**src/rtl/piso_pkg.sv**
```systemverilog
// piso_pkg: shared state type and sizing helpers for the parallel-in/serial-out serializer.
package piso_pkg;

    typedef enum logic {IDLE, SHIFT} piso_state_t;

    function automatic int frame_len(input int width, input bit parity);
        return width + (parity ? 1 : 0);
    endfunction

    function automatic int cnt_width(input int width);
        return $clog2(width + 1);
    endfunction

endpackage

```
**src/rtl/piso_bit_serializer.sv**
```systemverilog
// piso_bit_serializer: valid/ready parallel word in, one bit per clock out, back-to-back capable.
// Define PISO_SERIALIZER_PARITY_EN to append an even-parity bit to every frame.
module piso_bit_serializer
    import piso_pkg::*;
#(
    parameter int WIDTH     = 8,
    parameter bit MSB_FIRST = 1'b1
) (
    input  logic             clk,
    input  logic             rst,
    input  logic [WIDTH-1:0] data_in,
    input  logic             data_valid,
    output logic             data_ready,
    output logic             serial_out,
    output logic             bit_valid,
    output logic             frame_start,
    output logic             busy
);

`ifdef PISO_SERIALIZER_PARITY_EN
    localparam bit PAR_EN = 1'b1;
`else
    localparam bit PAR_EN = 1'b0;
`endif
    localparam int CW = cnt_width(WIDTH);
    localparam logic [CW-1:0] LAST = CW'(frame_len(WIDTH, PAR_EN) - 1);

    piso_state_t      state, state_n;
    logic [WIDTH-1:0] sr;
    logic [CW-1:0]    cnt;
    logic             accept, next_bit, shifting;

    assign data_ready = (state == IDLE) || (cnt == '0);
    assign accept     = data_valid && data_ready;
    assign shifting   = (state == SHIFT) && (cnt != '0);

`ifdef PISO_SERIALIZER_PARITY_EN
    logic par;

    always_ff @(posedge clk) begin
        if (rst)
            par <= 1'b0;
        else if (accept)
            par <= ^data_in;
    end

    // All data bits have left the register by the time one bit remains.
    always_comb begin
        state_n  = (accept || shifting) ? SHIFT : IDLE;
        next_bit = (cnt == CW'(1)) ? par : (MSB_FIRST ? sr[WIDTH-1] : sr[0]);
    end
`else
    always_comb begin
        state_n  = (accept || shifting) ? SHIFT : IDLE;
        next_bit = MSB_FIRST ? sr[WIDTH-1] : sr[0];
    end
`endif

    // The first bit goes straight from data_in so it appears the cycle after accept.
    always_ff @(posedge clk) begin
        if (rst) begin
            state       <= IDLE;
            sr          <= '0;
            cnt         <= '0;
            serial_out  <= 1'b0;
            bit_valid   <= 1'b0;
            frame_start <= 1'b0;
            busy        <= 1'b0;
        end else begin
            state       <= state_n;
            frame_start <= accept;
            bit_valid   <= state_n == SHIFT;
            busy        <= state_n == SHIFT;
            if (accept) begin
                sr         <= MSB_FIRST ? data_in << 1 : data_in >> 1;
                cnt        <= LAST;
                serial_out <= MSB_FIRST ? data_in[WIDTH-1] : data_in[0];
            end else if (shifting) begin
                sr         <= MSB_FIRST ? sr << 1 : sr >> 1;
                cnt        <= cnt - CW'(1);
                serial_out <= next_bit;
            end else begin
                serial_out <= 1'b0;
            end
        end
    end

endmodule
```
**config.mk**
```make
export PLATFORM = sky130hd
export DESIGN_NAME = piso_bit_serializer
export DESIGN_NICKNAME = d
export VERILOG_FILES = /design/src/rtl/piso_pkg.sv /design/src/rtl/piso_bit_serializer.sv
export SDC_FILE = /design/constraint.sdc
export NUM_CORES = 1
export LEC_CHECK = 0
export ABC_AREA = 1
export ABC_CLOCK_PERIOD_IN_PS = 1500
export CAP_MARGIN = 15
export CORE_UTILIZATION = 45
export DETAILED_ROUTE_END_ITERATION = 8
export PLACE_DENSITY_LB_ADDON = 0.12
export SLEW_MARGIN = 5
export SYNTH_ARGS = -nofsm -noshare
export SYNTH_HDL_FRONTEND = slang
export SYNTH_SLANG_ARGS = --single-unit
```
**constraint.sdc**
```tcl
create_clock -name clk -period 1.5 [get_ports clk]
set_input_delay 0.225 -clock clk [delete_from_list [all_inputs] [get_ports clk]]
set_output_delay 0.225 -clock clk [all_outputs]
set_load 0.02 [all_outputs]
```
==> reports/results.tsv <==
stage	metric	value	unit
cells_and_area	Non-Filler Instances	130	
yosys	area share of the largest cell type after synthesis	0.410	
die	chip width	41.0	um
clock_network	CTS root buffer	clkbuf_4	
power_and_ir_drop	Leakage	0.448	nW
clock_network	TritonCTS Sinks	14	
critical_path	Worst Setup End Kind	output pin	
critical_path	crit path kind	flop to output pin	
run_status	status	finished clean	
critical_path	R2R depth	7	
yosys	Netlist Area Pre-Place	683	um2
route	Via density	4.98	
timing	worst rel slew slack	0.766	
yosys	ys flop type	dfxtp_1	
timing	Final min period	1430	ps
global_routing	pin count of the biggest net entering global routing	16	
yosys	synthesized flop and latch total	14	
critical_path	top cell family by delay on the critical path	buffers and inverters	
critical_path	worst-path fanout max	1	
timing	RSZ-0062 raised after global routing	no	
job	Max Cap Viol	0	
global_routing	met1 usage	0.193	
yosys	synthesized area per cell	7.27	um2
die	die span in y	41.0	um
timing	setup TNS	0	ps
clock_network	CTS tree	yes	
clock_network	Worst-Skew Late Latency	270	ps
timing	Tcrit/Tclk final	0.951	
yosys	leading area contributor after synthesis	dfxtp_1	
timing	final worst-path setup slack	73.7	ps
placement	Placed Cells	126	
global_routing	GR met3 Demand/Resource	0.0489	
die	I/O pin count	16	
critical_path	Crit path buffers/inverters	1	
cells_and_area	Layout area overhead	30.4	%
critical_path	reg2reg start	cnt[0]	
global_routing	vias in the first global route	545	
route	routed wire length per instance	11.0	um
route	Routed WL	1.44	mm
clock_network	htree depth	1	
die	core area	0.00135	mm2
hold_path	Hold Crit Start	sr[1]	
critical_path	startpoint types	flop	
global_routing	met2 usage	0.379	
yosys	top-count cell post-synth	nand2_1	
global_routing	GRT Overall Usage	0.202	
route	DRC Markers	0	
yosys	EDFF count, synth	0	
placement	post-DP HPWL	1.05	mm
yosys	Yosys cell types	18	
critical_path	worst path cell trace	clkdlybuf4s50_1	
hold_path	hold depth	2	
global_routing	GRT overflow	0	
yosys	Gate Count Post-Synth	94	
placement	gp weighted congestion	0.661	
clock_network	CTS max path bufs	2	
yosys	Synth area leaders	dfxtp_1 (41%), nand3_1 (15%), nand2_1 (14%)	
yosys	Post-synth top cells	nand2_1 (26), nand3_1 (21), dfxtp_1 (14)	
yosys	Yosys warning count	0	
critical_path	Max stage delay on crit path	600	ps
timing	Peak Freq	701	MHz
global_routing	initial antenna violation count	0	
hold_path	Worst Hold Class	flop to flop	
route	remaining antenna violation count	0	
timing	Worst-Margin Slew	351	ps
yosys	Synth Net Count	106	
yosys	Seq/Total Area, Yosys	0.410	
placement	Port Buffers	15	
placement	pre-CTS WS	16.8	ps
power_and_ir_drop	Worst VDD drop	0.572	mV
route	drt first pass iters	4	
critical_path	Critical Path RT	1270	ps
clock_network	Clock transition at path regs	70	ps
critical_path	crit path DAT	1200	ps
critical_path	Critical path origin	serial_out	
critical_path	Worst path depth	1	
die	std cell rows	13	
power_and_ir_drop	Cell Pwr Density	933	mW/mm2
timing	Layout Skew	0.570	ps
timing	Hold Vio Cnt, Final	0	
cells_and_area	Ant. Diodes	0	
yosys	Async SR Flop Fraction	0	
timing	Final setup viols	0	
critical_path	Slowest-stage cell, CP	clkdlybuf4s50_1	
cells_and_area	layout cells sized above 1	0.157	
route	via count	647	
cells_and_area	number of nets in the layout	129	
die	die area	0.00168	mm2
clock_network	CTS Buf Count	3	
global_routing	grt peak-use layer	met2	
die	Initial Util	0.506	
global_routing	global-route wire length before repair	2.14	mm
timing	Final Slew Violations	0	
route	drt initial violations	13	
final timing paths:
kind / endpoint / slack [ps]
max reg2reg: sr[1] / 120
min: sr[1] / 470
max: serial_out / 70
min reg2reg: sr[1] / 470
metal layers:
layer | vias to the layer above | part of all wire
met5 | - | 0
met4 | 0 | 0.012
met3 | 2 | 0.029
met2 | 12 | 0.53
met1 | 291 | 0.43
li1 | 342 | -
where the power goes:
group | switching (mW) | total, mW | internal, mW
registers | 0.0179 | 0.418 | 0.400
logic | 0.112 | 0.211 | 0.0992
clock network | 0.109 | 0.202 | 0.0930
total | 0.239 | 0.831 | 0.592
through the flow:
step | area [um2] | hold slack [ps] | power, mW | utilization
2_1_floorplan | 683 | 297 | 0.558 | -
3_3_place_gp | 868 | 458 | 0.634 | 0.643
3_5_place_dp | 868 | 462 | 0.640 | 0.643
4_1_cts | 890 | 473 | 0.838 | 0.659
5_1_grt | 891 | 504 | 0.886 | 0.660
6_report | 891 | 473 | 0.831 | 0.660
placed cells by master (no fill, tap or decap), drive strengths merged:
cell | netlist | routed
inv | 13 | 13
a21oi | 3 | 3
clkbuf | 0 | 3
ha | 1 | 1
dfxtp | 14 | 14
nor2 | 4 | 4
nand3 | 22 | 22
a21boi | 1 | 1
nand2 | 29 | 29
clkdlybuf4s50 | 0 | 12
dlygate4sd2 | 0 | 2
nand4 | 2 | 2
o21ai | 1 | 1
buf | 4 | 8
worst min-delay path: stages, from the launching register on:
cell and delay, ps:
dfxtp_1 320, nand3_1 70, nand2_1 40
registers in the layout, indices dropped and copies added (netlist names):
name         flops
serial_out       1
sr               7
cnt              4
frame_start      1
state            1
cell families (layout without fill, tap and decap cells):
kind of cell	Yosys count	count (layout)	synth area share
buffers and inverters	17	38	0.114
DFF	14	14	0.410
AOI/OAI and AO/OA	5	5	0.0568
adders and majority gates	1	1	0.0183
and+or+nand+nor	57	57	0.401
repair_timing:
| item | CTS | global route |
|---|---|---|
| hold buffers | 0 | 0 |
| buffers inserted | 0 | 1 |
| gates resized for setup | 5 | 1 |
| setup endpoints to repair | 3 | 2 |
| pin swaps | 0 | 1 |
area by class of cell:
cell class | count | area [um2]
clock buffers | 3 | 22.5
repair buffers | 22 | 195
flip-flops and latches | 14 | 280
multi-input cells | 63 | 325
fillers | 136 | 459
well taps | 15 | 18.8
inverters | 13 | 48.8
Power figures use the tool's default switching activity.
==> edit 1, RTL diff (same settings) <==
The parameter `WIDTH` goes from 8 to 12.
--- a/src/rtl/piso_bit_serializer.sv
+++ b/src/rtl/piso_bit_serializer.sv
@@ -4,5 +4,5 @@
     import piso_pkg::*;
 #(
-    parameter int WIDTH     = 8,
+    parameter int WIDTH     = 12,
     parameter bit MSB_FIRST = 1'b1
 ) (
Ports: changed (resized data_in); port bits go from 16 to 20. No check against the original RTL was run, so the function may have changed too.
==> edit 1 against the unedited design <==
Routed wire length is 30% higher; highest routed layer unchanged; power is 33% higher; setup slack worse by 0.027 ns; design area is 30% higher; die area is 31% higher; clock power is 48% higher; area after synthesis is 33% higher; sequential cell count is 4 higher.
==> edit 1: results (changes against the unedited design) <==
Fmax 0.688 GHz (-1.8%); met2 wire length 924 um (+22%); GRT Util Overall 19.9% (-0.39 points); vias in the first global route 746 (+37%); Worst-Margin Slew 0.326 ns (-0.0250 ns); Final Net Count 170 (+32%); Top Metal Used met4; routed wl met3 48 um (+14%); layout cell share with drive strength beyond 1 14.4% (-1.3 points); status finished, final reports clean; dpl ws 0.00591 ns (-0.0109 ns); Gate Count Post-Synth 127 (+35%); largest cells by area after synthesis dfxtp_1 (40%), nand3_1 (17%), nand2_1 (16%), inv_1 (5.4%), buf_6 (3.7%); global-route met1 utilization 22.6% (+3.3 points); maximum VDD drop 0.520 mV (-9.1%); Net Count, Synth 143 (+35%); Synth Area in Adders 1.38% (-0.45 points); Fillers 176 (+29%); PostCTS Resize Cnt 6 (+1); worst r2r src cnt[1]; Vias per Instance 4.82 (-3.1%); met2 usage in global routing 34.4% (-3.4 points); Fin Hold WS 0.464 ns (-0.00920 ns); WHS Path Cells 3 (+1); Met1 Wirelength 855 um (+39%); Synth Area in Compound Gates 4.83% (-0.84 points); synth unique cells 19 (+1); Synth top cells by count nand2_1 (38), nand3_1 (31), dfxtp_1 (18), inv_1 (13), nor2_1 (5); drt first-iter violations 16 (+3); internal power 0.789 mW (+33%); Clock Skews 0.00635 ns (+0.00578 ns); P_leak 0.593 nW (+32%); Skew-Pair Late Insertion Delay 0.30 ns (+0.03 ns); largest net degree at the start of global routing 23 (+7); biggest regs sr x11, cnt x4; placer congestion estimate 0.829 (+25%); CP Data Arrival Time 1.23 ns (+0.03 ns); routed vias 858 (+33%); PwrDens 950 nW/um^2 (+1.9%); Hold Path Class input port to flop; DR WL/cell 10.5 um (-4.9%)
edit 1: changes by cell type after synthesis, sizes merged:
cell and change:
inv +2, nand4 -2, clkbuf +1, o21ai +1, nand2 +12, clkinv +2
buf +1, nand3 +10, dfxtp +4, nor2 +2
edit 1: layout make-up:
class | count | area (um^2) | area share, %
Tap cell | 25 | 31.3 | 2.70
Sequential cell | 18 | 360 | 31.1
Multi-Input combinational cell | 86 | 418 | 36.0
Timing Repair Buffer | 28 | 250 | 21.6
Clock buffer | 4 | 36.3 | 3.13
Inverter | 17 | 63.8 | 5.50
edit 1: power by group through the flow:
stage / Sequential, mW / Combinational, mW / Clock (mW)
after detailed placement: 0.549 / 0.272 / 0
after CTS: 0.538 / 0.268 / 0.312
after global routing: 0.542 / 0.295 / 0.330
after global placement: 0.547 / 0.268 / 0
final: 0.538 / 0.266 / 0.299
after floorplan: 0.551 / 0.176 / 0
==> edit 2, RTL diff (same settings) <==
Made on the original files. Build with the macro `PISO_SERIALIZER_PARITY_EN` defined.
--- a/src/rtl/piso_bit_serializer.sv
+++ b/src/rtl/piso_bit_serializer.sv
@@ -1,4 +1,6 @@
 // piso_bit_serializer: valid/ready parallel word in, one bit per clock out, back-to-back capable.
 // Define PISO_SERIALIZER_PARITY_EN to append an even-parity bit to every frame.
+`define PISO_SERIALIZER_PARITY_EN
+
 module piso_bit_serializer
     import piso_pkg::*;
Check against the original RTL: not equivalent (Yosys sat finds a counterexample within 10 cycles, from zero or initial values and one cycle with rst high).
==> edit 2 against the unedited design <==
Routed wire length rose by 32%; sequential cell count increased by 1; worst hold slack got worse by 0.0018 ns; area after synthesis grew 31%; design area up 28%; power is 10% higher; setup slack worse by 0.0063 ns; critical path type unchanged.
==> edit 2: results (changes against the unedited design) <==
maximum VDD drop 0.624 mV (+9.0%); Fmax 0.698 GHz (-0.44%); crit-path max cell delay 0.33 ns (-0.27 ns); biggest regs sr x7, cnt x4; Net Count, Synth 161 (+52%); Port Buffers 15 (unchanged); vias in the first global route 816 (+50%); layout cell share with drive strength beyond 1 13.1% (-2.6 points); Synth top cells by count nand2_1 (66), nand3_1 (23), inv_1 (17), dfxtp_1 (15), nor2_1 (5); CP max-delay cell dfxtp_2; GRT Util Overall 21.6% (+1.3 points); P_leak 0.636 nW (+42%); largest net degree at the start of global routing 18 (+2); first-pass GRT wire length 3270 um (+53%); fraction of synthesized cell area in xor and xnor cells 0% (unchanged); drt first-iter violations 19 (+6); clock transition at the registers of the reported paths 0.10 ns (+0.03 ns); CP max FO 2 (+1); Skew-Pair Late Insertion Delay 0.29 ns (+0.02 ns); placer congestion estimate 0.819 (+24%); clock buffer depth 2 (unchanged); CTS Buf Count 3 (unchanged); largest cells by area after synthesis dfxtp_1 (33%), nand2_1 (28%), nand3_1 (13%), inv_1 (7.1%), ha_1 (2.8%); synth unique cells 20 (+2); DR WL/cell 9.82 um (-11%); Crit Reg-Reg Endpoint par; delay-heaviest family, CP flip-flops; post-synthesis sequential area ratio 33.5% (-7.6 points); dpl ws -0.0490 ns (-0.0658 ns); ys flop type dfxtp_1; Synth Area in Adders 2.79% (+0.96 points); synth warn 0 (unchanged); Fin Hold WS 0.471 ns (-0.00183 ns); Synth Area in Compound Gates 2.79% (-2.9 points); Final Net Count 182 (+41%); status finished, final reports clean; Clock Skews 0.00952 ns (+0.00895 ns); final hold vios 0 (unchanged); routed vias 913 (+41%); WHS Path Cells 2 (unchanged); H-tree levels 1 (unchanged); Worst-Margin Slew 0.280 ns (-0.0711 ns); clk root buf clkbuf_4; reg2reg path depth 9 (+2); r2r setup slk 0.12 ns (about the same); Synth async-reset ratio 0% (unchanged); post-DP HPWL 1460 um (+39%); Hold Path Class flop to flop
## edit 2: cell type report
type	count	area (um^2)
clock buffer	3	22.5
clock inverter	1	5.00
fill	204	664
inverter	21	81.3
multi-input combinational	107	490
sequential	15	302
tap	25	31.3
timing repair buffer	21	205
## edit 2: where the power goes
part	internal (mW)	total [mW]	switching (mW)	leakage, nW
clock network	0.0992	0.237	0.138	0.0177
registers	0.426	0.441	0.0151	0.124
logic	0.104	0.238	0.134	0.495
## edit 2: routing by layer
metal	share of wire, %	wire, um	GRT usage (%)
met5	0	0	0
met4	0.95	18	5.14
met3	2.8	53	7.06
met2	51	959	39.2
met1	46	865	23.9
## edit 2: stage by stage
| stage | area (um^2) | instances |
|---|---|---|
| after floorplan | 897 | 148 |
| after global placement | 1090 | 189 |
| after detailed placement | 1090 | 189 |
| after CTS | 1110 | 193 |
| after global routing | 1140 | 193 |
| final | 1140 | 193 |
## edit 2: cell families (layout without fill, tap and decap cells)
family	Yosys count	in the layout
adders and majority gates	2	2
DFF	15	15
buffers and inverters	26	46
and+or+nand+nor	100	100
AOI/OAI and AO/OA	5	5
## edit 2: worst max path at each step
stage	startpoint	end	cells after the start
after floorplan	cnt[0]	sr[7]	9
after global placement	cnt[0]	data_ready	5
after detailed placement	cnt[0]	data_ready	5
after CTS	cnt[0]	par	9
after global routing	serial_out	serial_out	1
final	cnt[0]	data_ready	5
## edit 2: timing repair
item                       in CTS  in global routing
gates resized for setup         6                  9
hold buffers                    0                  0
setup buffers                   0                  0
pin swaps                       0                  1
setup endpoints to repair       3                 14
## edit 2: tightest hold or removal path, cell delays in order (launching register included)
cell     delay (ns)
dfxtp_1        0.32
nand3_1        0.07
nand2_1        0.04
